## src/rtl/wdata_ser.sv

```systemverilog
// Multi-channel serial DAC writer: latches one word per channel on start and
// shifts all channels out in lockstep under an active-low frame select.
module wdata_ser #(
    parameter int unsigned DATA_W = 8,
    parameter int unsigned CH_N   = 2,
    parameter int unsigned GAP    = 1,
    parameter int unsigned AW     = $clog2(DATA_W)
) (
    input  logic                   clk_cs,
    input  logic                   rst,
    input  logic                   start,
    input  logic                   lsb_first,
    input  logic                   abort,
    input  logic [CH_N*DATA_W-1:0] din,
    output logic                   ready,
    output logic                   busy,
    output logic                   dcs_n,
    output logic [CH_N-1:0]        dacs,
    output logic [AW-1:0]          waddr,
    output logic                   done
);

    localparam logic [AW-1:0] LAST = AW'(DATA_W - 1);

    typedef enum logic [1:0] {ST_IDLE, ST_SHIFT, ST_GAP} state_t;

    state_t            state, state_nx;
    logic [DATA_W-1:0] sh [CH_N];
    logic              lsb_q;
    logic [AW-1:0]     cnt;
    logic [3:0]        gap_cnt;
    logic [CH_N-1:0]   dacs_nx;

    always_comb begin
        state_nx = state;
        ready    = (state == ST_IDLE);
        unique case (state)
            ST_IDLE:  if (start && !abort) state_nx = ST_SHIFT;
            ST_SHIFT: begin
                if (abort)
                    state_nx = ST_IDLE;
                else if (cnt == LAST)
                    state_nx = (GAP != 0) ? ST_GAP : ST_IDLE;
            end
            ST_GAP:   if (abort || gap_cnt == 4'd0) state_nx = ST_IDLE;
            default:  state_nx = ST_IDLE;
        endcase
    end

    always_comb begin
        dacs_nx = '0;
        for (int unsigned c = 0; c < CH_N; c++)
            dacs_nx[c] = lsb_q ? sh[c][0] : sh[c][DATA_W-1];
    end

    always_ff @(posedge clk_cs or negedge rst) begin
        if (!rst)
            state <= ST_IDLE;
        else
            state <= state_nx;
    end

    // The FSM runs one cycle ahead of the output registers, so the last bit is
    // still on the wire while the FSM is already in IDLE and may accept again.
    always_ff @(posedge clk_cs or negedge rst) begin
        if (!rst) begin
            for (int unsigned c = 0; c < CH_N; c++)
                sh[c] <= '0;
            lsb_q   <= 1'b0;
            cnt     <= '0;
            gap_cnt <= '0;
            dcs_n   <= 1'b1;
            dacs    <= '0;
            waddr   <= '0;
            busy    <= 1'b0;
            done    <= 1'b0;
        end else begin
            if (state == ST_IDLE && state_nx == ST_SHIFT) begin
                for (int unsigned c = 0; c < CH_N; c++)
                    sh[c] <= din[c*DATA_W +: DATA_W];
                lsb_q <= lsb_first;
                cnt   <= '0;
            end else if (state == ST_SHIFT) begin
                for (int unsigned c = 0; c < CH_N; c++)
                    sh[c] <= lsb_q ? (sh[c] >> 1) : (sh[c] << 1);
                cnt <= (cnt == LAST) ? '0 : cnt + AW'(1);
            end

            if (state == ST_SHIFT && state_nx == ST_GAP)
                gap_cnt <= 4'(GAP - 1);
            else if (state == ST_GAP && gap_cnt != 4'd0)
                gap_cnt <= gap_cnt - 4'd1;

            done <= !abort && !dcs_n && (waddr == LAST);
            busy <= !abort && (state_nx != ST_IDLE || state == ST_SHIFT);

            if (!abort && state == ST_SHIFT) begin
                dcs_n <= 1'b0;
                dacs  <= dacs_nx;
                waddr <= cnt;
            end else begin
                dcs_n <= 1'b1;
                dacs  <= '0;
                waddr <= '0;
            end
        end
    end

endmodule

```

## config.mk

```make
export PLATFORM = sky130hd
export DESIGN_NAME = wdata_ser
export DESIGN_NICKNAME = d
export VERILOG_FILES = /design/src/rtl/wdata_ser.sv
export SDC_FILE = /design/constraint.sdc
export NUM_CORES = 1
export LEC_CHECK = 0
export ABC_AREA = 1
export CAP_MARGIN = 40
export CORE_UTILIZATION = 45
export DETAILED_ROUTE_END_ITERATION = 12
export PLACE_DENSITY = 0.77
export SETUP_SLACK_MARGIN = 0.05
export SYNTH_ARGS = -nofsm -noshare
export SYNTH_HDL_FRONTEND = slang
export SYNTH_SLANG_ARGS = --single-unit
```

## constraint.sdc

```tcl
create_clock -name clk_cs -period 1.44 [get_ports clk_cs]
set_input_delay 0.288 -clock clk_cs [delete_from_list [all_inputs] [get_ports clk_cs]]
set_output_delay 0.288 -clock clk_cs [all_outputs]
set_load 0.05 [all_outputs]
```

==> results.txt <==
----------------------------------------------------
[Timing]
  Endpoints failing setup ... 0
  Worst Max-Slew Pin Slew ... 0.3839 ns
  Fmax ... approximately 0.73 GHz
  Count of final max-slew check failures ... 0
  Share of the clock period used by the worst path ... a little over nine tenths
  Fin Clk Skew ... 0.004376 ns
  Setup repair after global routing missed its margin ... true
  Shortest clock period the worst path allows after layout ... between 1 and 1.5 ns
  Worst setup margin ... between 0.07 and 0.08 ns
  Final Hold Viols ... 0
  Max-slew headroom at the worst pin ... 74.32%

[Final layout]
  Finished Layout Cells ... around 320
  Diode count ... 0
  Share of final-layout standard cells stronger than drive strength 1 ... 15.50%
  Register cell area after layout ... 854.6 um^2
  Total number of nets in the final design ... 294
  Area used by multi-input combinational logic ... 730.7 um^2
  Total of fill cells in the finished design ... about 330
  Area overhead of the layout relative to synthesis ... 33.86%

[Clock network]
  Total number of H-tree levels ... 2
  Clock latency of the later-clocked register in the worst-skew pair ... around 0.28 ns
  Clock transition time at the flip-flop clock pins of the worst setup and hold paths ... 0.07 ns
  CTS tree ... built
  Number of sinks on the clock net ... 34
  Root buf cell ... clkbuf_8
  Num CTS Buffers ... 5
  Largest buffer count on any clock path ... 2

[Critical path]
  Kind of critical path ... reg2out
  Data required time at the worst endpoint ... roughly 1.2 ns
  Endpoint type of the worst setup path ... primary output
  CP top delay family ... flip-flops
  Cells traversed along the worst timing path ... buf_4 > nor2_4 > buf_12
  Total buffers and inverters traversed by the critical path ... 2
  Highest net fanout along the worst path ... 4
  Slowest CP cell ... dfrtp_2
  Slowest Stage Delay on Critical Path ... 0.40 ns
  Type of origin of the critical path ... flip-flop
  Critical Path AT ... around 1.1 ns

[Yosys]
  Sequential area share after synthesis ... 49.17%
  Synthesized net count ... 253
  Mapped Avg Cell Area ... roughly 7.6 um^2
  Count of unique library cells instantiated by Yosys ... 23
  Yosys warning count ... 0
  Cell area after technology mapping ... roughly 1700 um^2
  Cell count after synthesis ... 229
  Synthesized flop and latch total ... 34

[Die]
  Vertical die dimension ... 64.06 um
  Effective utilization at floorplan ... 46.98%
  Site row count ... 22
  Width of the die ... 64.06 um
  Count of boundary I/O pins ... 30
  Placeable core region ... 3689 um^2
  Die area ... around 4100 um^2

[GRT]
  Via count of the first global-routing pass ... 1385
  Total track usage ... 20.08%
  Pin count of the biggest net entering global routing ... 19
  Wire length of the first global-routing pass ... 6.120 mm
  Leftover overflow at the end of global routing ... 0
  Number of antenna violations at the first check in global routing ... 0

[Run]
  Max-capacitance violation count ... 0

[Drt]
  Via-to-Cell Ratio ... ~4.7
  Drt pass-1 iters ... 4
  Detailed-route DRC error count ... 0
  Final ANT Viol Nets ... 0
  Routed wire length per instance ... approximately 11 um
  DRC violation total after the first TritonRoute iteration ... 61
  Detailed-route via count ... 1491
  Final routed wirelength across all metal layers ... 3.534 mm

[Pwr]
  IR Drop Worst-Case VDD ... 0.7080 mV
  Leakage power ... 1.223 nW
  Power density over the cells ... 1248 nW/um^2
  Total power of the final layout ... 0.002896 W

[Status]
  Outcome ... finished, final reports clean

[Placed design]
  Buffers added on ports ... 29
  Placed cell count ... 310
  Detailed placer's ending HPWL ... around 2.5 mm
  Worst slack after detailed placement ... -0.09850 ns
  Final RePlAce weighted congestion ... about 0.84

[Worst hold path]
  Hold Crit Class ... in2async

----------------------------------------------------
==> layer usage <==
layer  track usage [%]  wire, um  up-vias  part of all wire, %
li1                  -         -      790                    -
met1             25.93      1682      662                   48
met3             5.893       127        5                  3.6
met5                 0         0        -                    0
met4             7.670        53        0                  1.5
met2             31.65      1671       34                   47
==> repair_timing <==
item | 4_1_cts | 5_1_grt
pin swaps | 1 | 1
hold buffers | 0 | 0
endpoints found under the setup margin | 1 | 2
buffers inserted | 1 | 0
gates resized for setup | 3 | 0
==> cell usage in the layout, fill, tap and decap left out <==
master / synthesis / routed
a21oi_1: 3 / 3
a21oi_2: 1 / 1
buf_12: 0 / 10
buf_4: 3 / 13
clkbuf_1: 1 / 1
clkbuf_8: 0 / 5
clkdlybuf4s50_1: 0 / 20
clkinv_2: 0 / 2
dfrtp_1: 33 / 31
dfrtp_2: 0 / 2
dfstp_2: 1 / 1
ha_1: 3 / 3
inv_1: 22 / 22
inv_2: 3 / 3
nand2_1: 104 / 104
nand2_2: 2 / 2
nand3_1: 19 / 19
nand4_1: 5 / 5
nor2_1: 10 / 9
nor2_2: 1 / 1
nor2_4: 0 / 1
nor3_1: 1 / 1
nor3_4: 1 / 1
o211ai_1: 3 / 3
o21ai_0: 6 / 6
o22ai_1: 1 / 1
xor2_1: 1 / 1
==> kinds of logic (layout without fill, tap and decap cells) <==
group           count (synthesis)  count (layout)  synth area share [%]
flops                          34              34                 49.17
xor+xnor                        1               1                0.5055
simple gates                  143             143                 34.30
buf+inv                        34              76                 9.097
fa+ha+maj                       3               3                 2.166
compound gates                 14              14                 4.765
==> path summary, 6_finish.rpt <==
check / start / end / slack, ns / cells past startpoint
max in group asynchronous: rst / state[0] / 0.68 / 2
min: rst / waddr[1] / 0.29 / 1
max reg2reg: cnt[0] / gap_cnt[0] / 0.12 / 5
max: state[0] / ready / 0.07 / 3
min reg2reg: sh[12] / sh[12] / 0.49 / 2
min in group clk_cs: sh[12] / sh[12] / 0.49 / 2
==> where the power goes <==
part           switching [W]  internal, W  leakage, nW
combinational       0.000502     0.000392        0.752
clock               0.000330     0.000334       0.0450
sequential          0.000163      0.00117        0.426
==> through the flow <==
| stage | hold slack, ns | TNS (ns) | cell area [um^2] | util [%] |
|---|---|---|---|---|
| 2_1_floorplan | -0.007591 | 0 | 1735 | - |
| 3_3_place_gp | 0.4645 | -0.6195 | 2222 | 60.24 |
| 3_5_place_dp | 0.4735 | -0.8285 | 2222 | 60.24 |
| 4_1_cts | 0.2868 | 0 | 2320 | 62.89 |
| 5_1_grt | 0.2907 | 0 | 2320 | 62.89 |
| 6_report | 0.2896 | 0 | 2320 | 62.89 |
==> registers in the layout, indices dropped and copies added (netlist names) <==
signal	count
state	2
done	1
busy	1
dacs	2
sh	16
lsb_q	1
cnt	3
gap_cnt	4
dcs_n	1
waddr	3
==> area by class of cell <==
cell class,count,share of cell area [%]
flip-flops and latches,34,36.84
inverters,25,4.045
clock inverters,2,0.4315
clock buffers,6,3.128
multi-input cells,161,31.50
repair buffers,43,21.47
well taps,48,2.589
==> cell usage after synthesis <==
library cell  instances  area [um^2]
nand2_2               2        12.51
nor3_1                1        5.000
clkbuf_1              1        3.750
buf_6                 2        22.52
inv_2                 3        11.26
o21ai_0               6        30.03
dfstp_2               1        26.28
buf_2                 3        15.01
a21oi_2               1        8.760
o211ai_1              3        22.52
dfrtp_1              33        825.8
nand4_1               5        31.28
nor2_2                1        6.260
nor3_4                1        16.27
nand3_1              19        95.09
ha_1                  3        37.54
inv_1                22        82.58
nand2_1             104        390.4
a21oi_1               3        15.01
xor2_1                1        8.760
nor2_1               10        37.54
o22ai_1               1        6.260
buf_4                 3        22.52
(Power assumes the default switching activity.)
